$ cat src/rtl/uart_rx_cmd_if.sv
// Serial receive bus for uart_rx_cmd: the rx pin in, and the received byte
// with its strobes out toward the VGA display-mode controller.
interface uart_rx_cmd_if;
  logic       rx;
  logic [7:0] data_rx;
  logic       done_rx;
  logic       frame_err;
  logic       parity_err;

  // Receiver side: samples rx and produces the byte and the strobes.
  modport master (
    input  rx,
    output data_rx, done_rx, frame_err, parity_err
  );

  // Line/consumer side: drives rx and observes the byte and the strobes.
  modport slave (
    output rx,
    input  data_rx, done_rx, frame_err, parity_err
  );
endinterface

$ cat src/rtl/uart_rx_cmd.sv
// uart_rx_cmd: oversampling UART receiver that feeds mode-command bytes to the
// VGA display-mode controller. rx is synchronised into pclk. Start, stop and
// (optionally) parity bits are validated. Each good byte is presented on
// data_rx together with a one-cycle done_rx strobe.
// Optional feature macro: UART_RX_PARITY_EN
//   defined   -> 11-bit frame with a parity bit. PARITY_ODD selects the sense.
//   undefined -> 8N1 frame. parity_err stays 0.
module uart_rx_cmd #(
  parameter int CLK_FREQ   = 25_000_000,
  parameter int BAUD       = 115200,
  parameter int PARITY_ODD = 0
) (
  input logic           pclk,
  input logic           rst_n,
  uart_rx_cmd_if.master bus
);
  localparam int BAUD_CNT = CLK_FREQ / BAUD;
  localparam int HALF     = BAUD_CNT / 2;
  localparam int CNT_W    = $clog2(BAUD_CNT);
  localparam logic [CNT_W-1:0] CNT_FULL = CNT_W'(BAUD_CNT - 1);
  localparam logic [CNT_W-1:0] CNT_HALF = CNT_W'(HALF - 1);

  typedef enum logic [2:0] {IDLE, START, DATA, PARITY, STOP} state_e;

  state_e           state_q, state_d;
  logic             rx_meta_q, rx_s_q, rx_prev_q;
  logic [CNT_W-1:0] cnt_q, cnt_d;
  logic [2:0]       bit_idx_q, bit_idx_d;
  logic [7:0]       shift_q, shift_d;
  logic [7:0]       data_q, data_d;
  logic             done_q, done_d;
  logic             ferr_q, ferr_d;
  logic             perr_q, perr_d;
  logic             par_fault;
  logic             fall, cnt_full, cnt_half;

  // A start edge is a 1->0 transition of the synchronised line. A line that
  // stays low therefore cannot retrigger a frame.
  assign fall     = rx_prev_q & ~rx_s_q;
  assign cnt_full = (cnt_q == CNT_FULL);
  assign cnt_half = (cnt_q == CNT_HALF);

`ifdef UART_RX_PARITY_EN
  localparam logic PAR_SENSE = (PARITY_ODD != 0);
  logic par_bad_q, par_bad_d;
  assign par_fault = par_bad_q;
`else
  logic unused_parity_odd;
  assign unused_parity_odd = (PARITY_ODD != 0);
  assign par_fault = 1'b0;
`endif

  // FSM state register.
  always_ff @(posedge pclk) begin
    if (!rst_n) state_q <= IDLE;
    else        state_q <= state_d;
  end

  // FSM next-state: the frame advances on half-bit and full-bit counter ticks.
  always_comb begin
    state_d = state_q;
    case (state_q)
      IDLE:  if (fall) state_d = START;
      START: if (cnt_half) state_d = rx_s_q ? IDLE : DATA;
      DATA: begin
        if (cnt_full && bit_idx_q == 3'd7) begin
`ifdef UART_RX_PARITY_EN
          state_d = PARITY;
`else
          state_d = STOP;
`endif
        end
      end
`ifdef UART_RX_PARITY_EN
      PARITY: if (cnt_full) state_d = STOP;
`endif
      STOP:  if (cnt_full) state_d = IDLE;
      default: state_d = IDLE;
    endcase
  end

  // FSM outputs: counter, shift register, parity flag, and the result
  // strobes at the middle of the stop bit.
  always_comb begin
    cnt_d     = cnt_q + CNT_W'(1);
    bit_idx_d = bit_idx_q;
    shift_d   = shift_q;
    data_d    = data_q;
    done_d    = 1'b0;
    ferr_d    = 1'b0;
    perr_d    = 1'b0;
`ifdef UART_RX_PARITY_EN
    par_bad_d = par_bad_q;
`endif
    case (state_q)
      IDLE: cnt_d = '0;
      START: begin
        if (cnt_half) begin
          cnt_d     = '0;
          bit_idx_d = 3'd0;
`ifdef UART_RX_PARITY_EN
          par_bad_d = 1'b0;
`endif
        end
      end
      DATA: begin
        if (cnt_full) begin
          cnt_d     = '0;
          shift_d   = {rx_s_q, shift_q[7:1]};
          bit_idx_d = bit_idx_q + 3'd1;
        end
      end
`ifdef UART_RX_PARITY_EN
      PARITY: begin
        if (cnt_full) begin
          cnt_d     = '0;
          par_bad_d = (rx_s_q != ((^shift_q) ^ PAR_SENSE));
        end
      end
`endif
      STOP: begin
        if (cnt_full) begin
          cnt_d  = '0;
          ferr_d = ~rx_s_q;
          perr_d = par_fault;
          if (rx_s_q && !par_fault) begin
            data_d = shift_q;
            done_d = 1'b1;
          end
        end
      end
      default: cnt_d = '0;
    endcase
  end

  // Synchroniser, counters and output registers. The sync flops reset high
  // so that releasing reset does not look like a start edge.
  always_ff @(posedge pclk) begin
    if (!rst_n) begin
      rx_meta_q <= 1'b1;
      rx_s_q    <= 1'b1;
      rx_prev_q <= 1'b1;
      cnt_q     <= '0;
      bit_idx_q <= 3'd0;
      data_q    <= 8'h00;
      done_q    <= 1'b0;
      ferr_q    <= 1'b0;
      perr_q    <= 1'b0;
    end else begin
      rx_meta_q <= bus.rx;
      rx_s_q    <= rx_meta_q;
      rx_prev_q <= rx_s_q;
      cnt_q     <= cnt_d;
      bit_idx_q <= bit_idx_d;
      data_q    <= data_d;
      done_q    <= done_d;
      ferr_q    <= ferr_d;
      perr_q    <= perr_d;
    end
  end

  // Shift register holds only datapath bits and needs no reset.
  always_ff @(posedge pclk) begin
    shift_q <= shift_d;
  end

`ifdef UART_RX_PARITY_EN
  // Parity result held from the parity bit until the stop bit is judged.
  always_ff @(posedge pclk) begin
    if (!rst_n) par_bad_q <= 1'b0;
    else        par_bad_q <= par_bad_d;
  end
`endif

  assign bus.data_rx    = data_q;
  assign bus.done_rx    = done_q;
  assign bus.frame_err  = ferr_q;
  assign bus.parity_err = perr_q;
endmodule

$ cat src/flat_wrapper.sv
// flat-port wrapper written by rule: the top's interface ports become plain ports
module uart_rx_cmd_flat 
#(
  parameter int CLK_FREQ   = 25_000_000,
  parameter int BAUD       = 115200,
  parameter int PARITY_ODD = 0
)
  (pclk, rst_n, bus_rx, bus_data_rx, bus_done_rx, bus_frame_err, bus_parity_err);
  uart_rx_cmd_if bus_i ();
  input logic pclk;
  input logic rst_n;
  input wire logic [$bits(bus_i.rx)-1:0] bus_rx;
  output wire logic [$bits(bus_i.data_rx)-1:0] bus_data_rx;
  output wire logic [$bits(bus_i.done_rx)-1:0] bus_done_rx;
  output wire logic [$bits(bus_i.frame_err)-1:0] bus_frame_err;
  output wire logic [$bits(bus_i.parity_err)-1:0] bus_parity_err;
  assign bus_i.rx = bus_rx;
  assign bus_data_rx = bus_i.data_rx;
  assign bus_done_rx = bus_i.done_rx;
  assign bus_frame_err = bus_i.frame_err;
  assign bus_parity_err = bus_i.parity_err;
  uart_rx_cmd #(.CLK_FREQ(CLK_FREQ), .BAUD(BAUD), .PARITY_ODD(PARITY_ODD)) u_core (.pclk(pclk), .rst_n(rst_n), .bus(bus_i));
endmodule
$ cat config.mk
export PLATFORM = sky130hd
export DESIGN_NAME = uart_rx_cmd_flat
export DESIGN_NICKNAME = d
export VERILOG_FILES = /design/src/rtl/uart_rx_cmd_if.sv /design/src/rtl/uart_rx_cmd.sv /design/src/flat_wrapper.sv
export SDC_FILE = /design/constraint.sdc
export NUM_CORES = 1
export LEC_CHECK = 0
export ABC_AREA = 0
export ABC_CLOCK_PERIOD_IN_PS = 2300
export CAP_MARGIN = 20
export CORE_MARGIN = 2
export CORE_UTILIZATION = 40
export CTS_BUF_LIST = sky130_fd_sc_hd__clkbuf_4 sky130_fd_sc_hd__clkbuf_8
export CTS_CLUSTER_SIZE = 20
export DETAILED_ROUTE_END_ITERATION = 6
export DONT_BUFFER_PORTS = 1
export PLACE_DENSITY_LB_ADDON = 0.1
export SETUP_SLACK_MARGIN = 0.15
export SLEW_MARGIN = 5
export SYNTH_ARGS = -nofsm -noshare
export SYNTH_HDL_FRONTEND = slang
export SYNTH_SLANG_ARGS = --single-unit
$ cat constraint.sdc
create_clock -name pclk -period 2.3 [get_ports pclk]
set_input_delay 0.115 -clock pclk [delete_from_list [all_inputs] [get_ports pclk]]
set_output_delay 0.115 -clock pclk [all_outputs]
set_load 0.01 [all_outputs]
==> results.cfg, run 1 <==
[run_status]
run_status = finished, final reports clean

[place]
io_buffer_count = 0
post-dp-hpwl_mm = 1.63
place_inst = 169
place.gp.congestion = 0.865

[grt]
grt_pass1_wl_mm = 4.37
antenna_found_initial = 0
grt.total_usage = 0.143
grt_pass1_vias = 940
grt_max_degree = 15
grt-ovfl-total = 0

[sta]
finalClockSkew_ps = 4.68
finalCritPeriodShare = 0.815
drv_slew = 0
period_needed_ps = 1870
setup-violations-final = 0
hold_slack_ps = 128
slew_headroom = 0.586
rsz0062_at_grt = false
max_slew.worst_pin.slew_ps = 619
max_freq_mhz = 533
fin_setup_tns_ps = 0
hold_viol = 0

[clock_network]
cts-htree-levels = 2
cts_setup_buffers = 0
cts.sinks = 35
clkTransAtPathRegs_ps = 110
cts_buffers = 5
clk_latency_ps = 340
clk_path_buf_depth = 2
tritoncts = built
cts_root_buffer = clkbuf_4

[floorplanning]
num_rows = 21
start_util = 0.414
fp.dieArea_um2 = 3940
core-area_um2 = 3340
fp.dieH_um = 62.8
io-pin-count = 14
die_x_um = 62.8

[yosys]
synth_nets = 133
synth_seq_area_share = 0.565
syn_area_um2 = 1380
synth_seq_cells = 35
synth.distinct_cells = 34
ys_warn_count = 0
synth_area_per_cell_um2 = 11.0
synth_cells = 126

[critical_path]
crit_end = u_core.bus.data_rx[3]
cp.required_ps = 2520
timing.rr.start = u_core.cnt_q[0]
cp.arrival_ps = 2090
cp-startpoint = u_core.cnt_q[0]
reg2reg_slack_ps = 430
endpoint_kind = flop
path_max_fanout = 9
reg2regPathDepth = 6
reg2reg_to = u_core.bus.data_rx[3]
path_class = reg -> reg
cp-start-kind = flop

[drt]
detail-route-antenna-nets = 0
via_per_inst = 5.15
num_vias = 921
drt-total-wl_mm = 2.43
dr.pass1.iters = 4
drt_iter0_drc = 26
wl_per_cell_um = 13.6
drc = 0

[finish]
layout_common_cells = dfxtp_1, nor2_1, mux2i_1
fin_cells = 179
final_common_cell = dfxtp_1
drive_gt1_frac = 0.0977
nNetsFinal = 139
fillers = 323
syn_to_final_growth_pct = 10.5
antenna_cells = 0

[power]
p_leak_nw = 0.595
p_per_area_nw_per_um2 = 708
ir_drop_mv = 0.339

[job]
drv_cap = 0

[hold_path]
hold_class = in -> reg
worst min-delay path by stage:
stage / endpoint / depth (start not counted) / start
after floorplan: u_core.rx_meta_q / 1 / rst_n
after global placement: u_core.rx_s_q / 1 / rst_n
after detailed placement: u_core.rx_s_q / 1 / rst_n
after CTS: u_core.bus.data_rx[7] / 2 / rst_n
after global routing: u_core.cnt_q[7] / 2 / rst_n
final: u_core.cnt_q[2] / 2 / rst_n
state kept, by name, indices dropped and copies added (netlist names):
| register | count |
|---|---|
| u_core.bit_idx_q | 3 |
| u_core.bus.data_rx | 8 |
| u_core.bus.done_rx | 1 |
| u_core.bus.frame_err | 1 |
| u_core.cnt_q | 8 |
| u_core.rx_meta_q | 1 |
| u_core.rx_prev_q | 1 |
| u_core.rx_s_q | 1 |
| u_core.shift_q | 8 |
| u_core.state_q | 3 |
repair_timing:
item                                   4_1_cts  5_1_grt
hold buffers                                 2        0
endpoints found under the hold margin        5        0
setup endpoints to repair                    0        2
resized for setup                            0        1
cells by family after synthesis:
family | Yosys count | share of synthesized area
fa+ha+maj | 4 | 0.0362
simple gates | 48 | 0.194
other cells | 1 | 0.00271
compound gates | 14 | 0.0670
xor+xnor | 7 | 0.0443
flops | 35 | 0.565
mux | 9 | 0.0652
buf+inv | 8 | 0.0262
report_power, final:
group | internal (mW) | switching, mW | total [mW]
Clock | 0.223 | 0.204 | 0.428
Sequential | 0.629 | 0.00366 | 0.633
Combinational | 0.00845 | 0.0135 | 0.0219
Total | 0.861 | 0.222 | 1.08
critical path: stages, from the launching register on:
cell	delay, ps
dfxtp_1	370
inv_1	70
ha_1	130
and4b_2	290
nand4_1	510
mux2i_1	340
nor2_1	60
per-layer routing:
metal / vias up / global-route usage / routed length (um)
met5: - / 0 / 0
met4: 0 / 0.0583 / 31
met3: 5 / 0.0649 / 144
met2: 21 / 0.234 / 1190
met1: 441 / 0.163 / 1070
li1: 454 / - / -
cells in the mapped netlist:
cell type | count | share of area
or4b_1 | 2 | 0.014
nand3b_1 | 2 | 0.011
and3b_1 | 1 | 0.0063
a211oi_1 | 2 | 0.011
inv_1 | 4 | 0.011
buf_4 | 1 | 0.0054
xnor2_1 | 2 | 0.013
nor2_1 | 21 | 0.057
edfxtp_1 | 8 | 0.17
nand3_1 | 5 | 0.018
nand2b_1 | 3 | 0.014
a31oi_1 | 1 | 0.0045
nor3b_2 | 1 | 0.0090
clkbuf_1 | 1 | 0.0027
conb_1 | 1 | 0.0027
xor2_1 | 5 | 0.032
and4bb_2 | 1 | 0.0090
dfxtp_1 | 27 | 0.39
o21ai_1 | 1 | 0.0036
a22oi_1 | 1 | 0.0054
buf_2 | 2 | 0.0072
a32oi_2 | 1 | 0.012
a21boi_0 | 1 | 0.0054
a21oi_1 | 4 | 0.014
o21ai_0 | 3 | 0.011
nand4_1 | 1 | 0.0045
ha_1 | 4 | 0.036
nand4b_1 | 1 | 0.0063
and3_1 | 2 | 0.0090
and4b_2 | 1 | 0.0081
or4_1 | 1 | 0.0054
nand2_1 | 4 | 0.011
mux2i_1 | 9 | 0.065
nor3b_1 | 2 | 0.011
cell type report:
| cell class | instances | area, um2 | share of cell area |
|---|---|---|---|
| Sequential cell | 35 | 781 | 0.511 |
| Timing Repair Buffer | 3 | 27.5 | 0.0180 |
| Clock inverter | 3 | 38.8 | 0.0254 |
| Tap cell | 46 | 57.6 | 0.0377 |
| Inverter | 4 | 15.0 | 0.00983 |
| Clock buffer | 5 | 37.5 | 0.0246 |
| Multi-Input combinational cell | 83 | 571 | 0.373 |
stage by stage:
| stage | setup slack [ps] | cell area [um2] | total power [mW] | util |
|---|---|---|---|---|
| finish | 426 | 1530 | 1.08 | 0.458 |
| global route | 208 | 1530 | 1.13 | 0.458 |
| CTS | 371 | 1520 | 1.10 | 0.456 |
| detailed placement | 396 | 1430 | 0.665 | 0.427 |
| global placement | 448 | 1430 | 0.665 | 0.427 |
| floorplan | 679 | 1380 | 0.662 | - |
No activity file was read; power rests on OpenSTA's default activity.
==> inputs of run 2 (changes only) <==
Settings changed: ABC_CLOCK_PERIOD_IN_PS 2300 to 1750.
Clock period 2.3 ns to 1.75 ns, I/O delays scaled along.
==> run 2 against run 1 <==
Against the previous run:
- clock skew up 2.4 ps
- critical path depth stayed put
- global-route usage is 0.26 points higher
- the flow now finishes with violations (hold timing)
- critical path type unchanged
- combinational power rose by 63%
- routed wire length up 3.0%
- maximum frequency is 12% higher
- non-clock buffer count rose by 10
- utilization grew 4.4 points
==> results.cfg, run 2 (synthesized netlist as in run 1, its figures left out) <==
[clock_network]
tritoncts = built
clk_path_buf_depth = 2
cts_root_buffer = clkbuf_4
ctsHoldBuffers = 4
cts_buffers = 5
cts.sinks = 35
clk_latency_ps = 340
clkTransAtPathRegs_ps = 110
cts-htree-levels = 2

[critical_path]
crit_chain = inv_2 -> ha_4 -> and4b_2 -> a32oi_4 -> or4b_1 -> a21oi_1
cp.arrival_ps = 1950
cp-start-kind = flop
cp.required_ps = 2020
path_max_fanout = 5
cp_slowest_cell = or4b_1
timing.rr.start = u_core.cnt_q[1]
crit_family = simple AND/OR/NAND/NOR gates
crit_path_max_incr_delay_ps = 520
cp-startpoint = u_core.cnt_q[1]
path_buf_inv = 1
endpoint_kind = flop
path_class = reg -> reg

[place]
place_inst = 171
placed_area_um2 = 1460
io_buffer_count = 0
place.gp.congestion = 0.834
post-dp-hpwl_mm = 1.63

[power]
p_per_area_nw_per_um2 = 773
p_comb_frac = 0.028
ir_drop_mv = 0.335
pwr-share-seq = 0.643
internal-power_mw = 0.994
p_leak_nw = 0.632
p_sw_frac = 0.231
switchingPower_mw = 0.299
clkPwrFrac = 0.330

[sta]
finalClockSkew_ps = 7.07
hold_viol = 9
setup-violations-final = 0
finalCritPeriodShare = 0.957
max_freq_mhz = 597
rsz0062_at_grt = true
period_needed_ps = 1680
drv_slew = 0
hold_slack_ps = -90.8

[finish]
fin_cells = 189
syn_to_final_growth_pct = 21.1
final_common_cell = dfxtp_1
final_area_um2 = 1670
antenna_cells = 0
layout_common_cells = dfxtp_1, nor2_1, mux2i_1
drive_gt1_frac = 0.231
nNetsFinal = 149

[grt]
grt-ovfl-total = 0
grt.total_usage = 0.146
grt_pass1_vias = 998
grt_pass1_wl_mm = 4.46
grt_max_degree = 15
antenna_found_initial = 0

[floorplanning]
start_util = 0.414
io-pin-count = 14
num_rows = 21
die_x_um = 62.8
core-area_um2 = 3340
fp.dieArea_um2 = 3940
fp.dieH_um = 62.8

[drt]
num_vias = 953
dr.pass1.iters = 4
drc = 0
wl_per_cell_um = 13.2
drt-total-wl_mm = 2.50
detail-route-antenna-nets = 0
drt_iter0_drc = 42
via_per_inst = 5.04

[job]
drv_cap = 0

[run_status]
violations = hold timing
run_status = finished with violations

[hold_path]
hold_class = in -> reg
min_from = rst_n
## run 2: changes by cell type in the layout (fill, tap and decap cells not counted), moves of 2 or more
cell           previous run  this run
buf_4                     1         8
dlygate4sd3_1             2         4
inv_1                     4         2
clkinvlp_4                0         2
ha_1                      4         2
dfxtp_1                  27        25
## run 2: power groups by stage
stage	registers, mW	clock network (mW)	logic (mW)
global placement	0.849	0	0.0240
global route	0.832	0.482	0.0402
floorplan	0.848	0	0.0218
finish	0.831	0.427	0.0356
detailed placement	0.850	0	0.0242
CTS	0.830	0.446	0.0347
## run 2: final cells by class
| class | instances | area (um2) |
|---|---|---|
| timing repair buffer | 13 | 120 |
| clock inverter | 3 | 20.0 |
| tap | 46 | 57.6 |
| sequential | 35 | 786 |
| inverter | 4 | 17.5 |
| multi-input combinational | 83 | 636 |
| fill | 328 | 1660 |
| clock buffer | 5 | 37.5 |
## run 2: final timing paths
check	endpoint	slack (ps)	depth (start not counted)
hold / removal	u_core.state_q[1]	-90	2
setup reg to reg	u_core.bit_idx_q[1]	70	6
setup / recovery	u_core.bit_idx_q[1]	70	6
hold reg to reg	u_core.shift_q[4]	460	0
## run 2: metal layers
metal,vias up,part of all wire,global-route usage
met5,-,0,0
met4,0,0.017,0.0778
met3,5,0.044,0.0505
met2,22,0.48,0.231
met1,454,0.46,0.174
li1,472,-,-
## run 2: worst register-to-register path, stage by stage (launching register included)
cell and delay (ps):
dfxtp_2 350, inv_2 70, ha_4 110, and4b_2 270, a32oi_4 140, or4b_1 530
a21oi_1 140
## run 2: metrics by stage
stage | setup slack, ps | util | total power, mW | TNS [ps] | hold WS (ps)
after floorplan | 158 | - | 0.870 | 0 | 161
after global placement | 62.4 | 0.438 | 0.873 | 0 | 164
after detailed placement | 6.75 | 0.438 | 0.874 | 0 | 165
after CTS | 57.3 | 0.495 | 1.31 | 0 | -105
after global routing | -9.96 | 0.502 | 1.35 | -14.3 | -81.9
final | 74.9 | 0.502 | 1.29 | 0 | -90.8
## run 2: what timing repair did
| action | 4_1_cts | 5_1_grt |
|---|---|---|
| buffers inserted | 5 | 1 |
| hold endpoints to repair | 13 | 9 |
| setup endpoints to repair | 12 | 21 |
| gates resized for setup | 13 | 4 |
| pin swaps | 6 | 8 |
==> inputs of run 3 (changes only) <==
Settings changed: CORE_UTILIZATION 40 to 46.
==> run 3 against run 2 <==
Against the previous run:
- the run still ends with hold timing left
- routed wire length shrank 2.7%
- critical path depth is the same
- largest power group unchanged
- combinational power is essentially flat
- non-clock buffer count shrank 2
- register-to-register slack lost 50 ps
- critical path type unchanged
- first-iteration DRC count shrank 4.8%
==> results.cfg, run 3 (synthesized netlist as in run 1, its figures left out) <==
[clock_network]
ctsHoldBuffers = 4
cts_root_buffer = clkbuf_4
cts-htree-levels = 2
clkTransAtPathRegs_ps = 110
cts_buffers = 5
clk_path_buf_depth = 2
cts.sinks = 35
tritoncts = built
clk_latency_ps = 330

[sta]
drv_slew = 0
rsz0062_at_grt = true
hold_slack_ps = -81.0
fin_setup_tns_ps = 0
setup-violations-final = 0
max_freq_mhz = 580
period_needed_ps = 1730
finalClockSkew_ps = 9.70
finalCritPeriodShare = 0.986
timing.final.ws_setup_ps = 24.5
hold_viol = 9

[critical_path]
cp.arrival_ps = 1990
path_class = reg -> reg
path_max_fanout = 5
reg2reg_to = u_core.bit_idx_q[1]
cp-startpoint = u_core.cnt_q[1]
timing.rr.start = u_core.cnt_q[1]
endpoint_kind = flop
reg2reg_slack_ps = 20
crit_path_max_incr_delay_ps = 550
cp.required_ps = 2010
cp_slowest_cell = or4b_4
crit_chain = inv_2 -> ha_1 -> and4b_2 -> a32oi_4 -> or4b_4 -> a21oi_2
reg2regPathDepth = 6
cp-start-kind = flop

[floorplanning]
fp.dieArea_um2 = 3460
core-area_um2 = 2810
start_util = 0.493
die_x_um = 58.8
io-pin-count = 14
fp.dieH_um = 58.8
num_rows = 19

[grt]
grt.total_usage = 0.167
busiest_layer = met2
grt_pass1_vias = 968
grt-ovfl-total = 0
global_route.usage.met2 = 0.252
grt_max_degree = 15
grt_pass1_wl_mm = 4.25
use_met1 = 0.216
gr-usage-met3 = 0.0725
antenna_found_initial = 0

[drt]
via_per_inst = 5.39
drt-total-wl_mm = 2.43
dr.pass1.iters = 4
wl_per_cell_um = 14.1
drt_iter0_drc = 40
num_vias = 927
drc = 0
detail-route-antenna-nets = 0

[finish]
fillers = 233
finish.utilization = 0.591
layout_common_cells = dfxtp_1, nor2_1, mux2i_1
nNetsFinal = 147
antenna_cells = 0
drive_gt1_frac = 0.234
final_common_cell = dfxtp_1
syn_to_final_growth_pct = 19.9

[power]
p_leak_nw = 0.638
p_per_area_nw_per_um2 = 867
p_total_mw = 1.44
ir_drop_mv = 0.625

[place]
io_buffer_count = 0
post-dp-hpwl_mm = 1.64
place.gp.congestion = 0.764
dp_slack_ps = -11.1

[job]
drv_cap = 0

[hold_path]
min_path_cells = 2
holdPathEnd = u_core.cnt_q[1]
min_from = rst_n
hold_class = in -> reg

[run_status]
run_status = finished with violations
violations = hold timing
-- run 3: worst max-delay path by stage --
| stage | cells after the start | slack, ps | end |
|---|---|---|---|
| 6_report | 6 | 20 | u_core.bit_idx_q[1] |
| 5_1_grt | 6 | -50 | u_core.bit_idx_q[1] |
| 4_1_cts | 6 | 30 | u_core.bit_idx_q[0] |
| 3_5_place_dp | 6 | -10 | u_core.bit_idx_q[1] |
| 3_3_place_gp | 6 | 40 | u_core.bit_idx_q[1] |
| 2_1_floorplan | 6 | 160 | u_core.bit_idx_q[1] |
-- run 3: final cells by class --
class	instances	area (um2)	area share
repair buffers	11	105	0.0634
clock buffers	5	37.5	0.0226
flip-flops and latches	35	788	0.475
inverters	4	15.0	0.00906
clock inverters	3	43.8	0.0264
multi-input cells	83	629	0.380
well taps	31	38.8	0.0234
-- run 3: report_power, final --
| group | internal, mW | total, mW | switching (mW) |
|---|---|---|---|
| clock | 0.301 | 0.572 | 0.271 |
| sequential | 0.824 | 0.830 | 0.00566 |
| combinational | 0.0150 | 0.0353 | 0.0203 |
| total | 1.14 | 1.44 | 0.297 |
-- run 3: layer usage --
metal / part of all wire / wire length, um
met1: 0.46 / 1130
met5: 0 / 0
met2: 0.48 / 1160
met3: 0.048 / 118
met4: 0.0099 / 24
-- run 3: what timing repair did --
action / in CTS / in global routing
gates resized for setup: 12 / 5
setup buffers: 4 / 0
setup endpoints to repair: 14 / 29
endpoints found under the hold margin: 13 / 9
pin swaps: 6 / 11
-- run 3: critical path, delay by kind of cell (launching register included) --
| family | cells | cell delay, ps |
|---|---|---|
| AOI/OAI and AO/OA | 2 | 270 |
| adders and majority gates | 1 | 120 |
| buffers and inverters | 1 | 40 |
| DFF | 1 | 380 |
| and+or+nand+nor | 2 | 840 |
-- run 3: metrics by stage --
step	cell area (um2)	std cells	hold WS (ps)
2_1_floorplan	1390	126	161
6_report	1660	172	-81.0
3_3_place_gp	1440	156	166
5_1_grt	1660	172	-98.7
3_5_place_dp	1440	156	167
4_1_cts	1640	172	-90.2
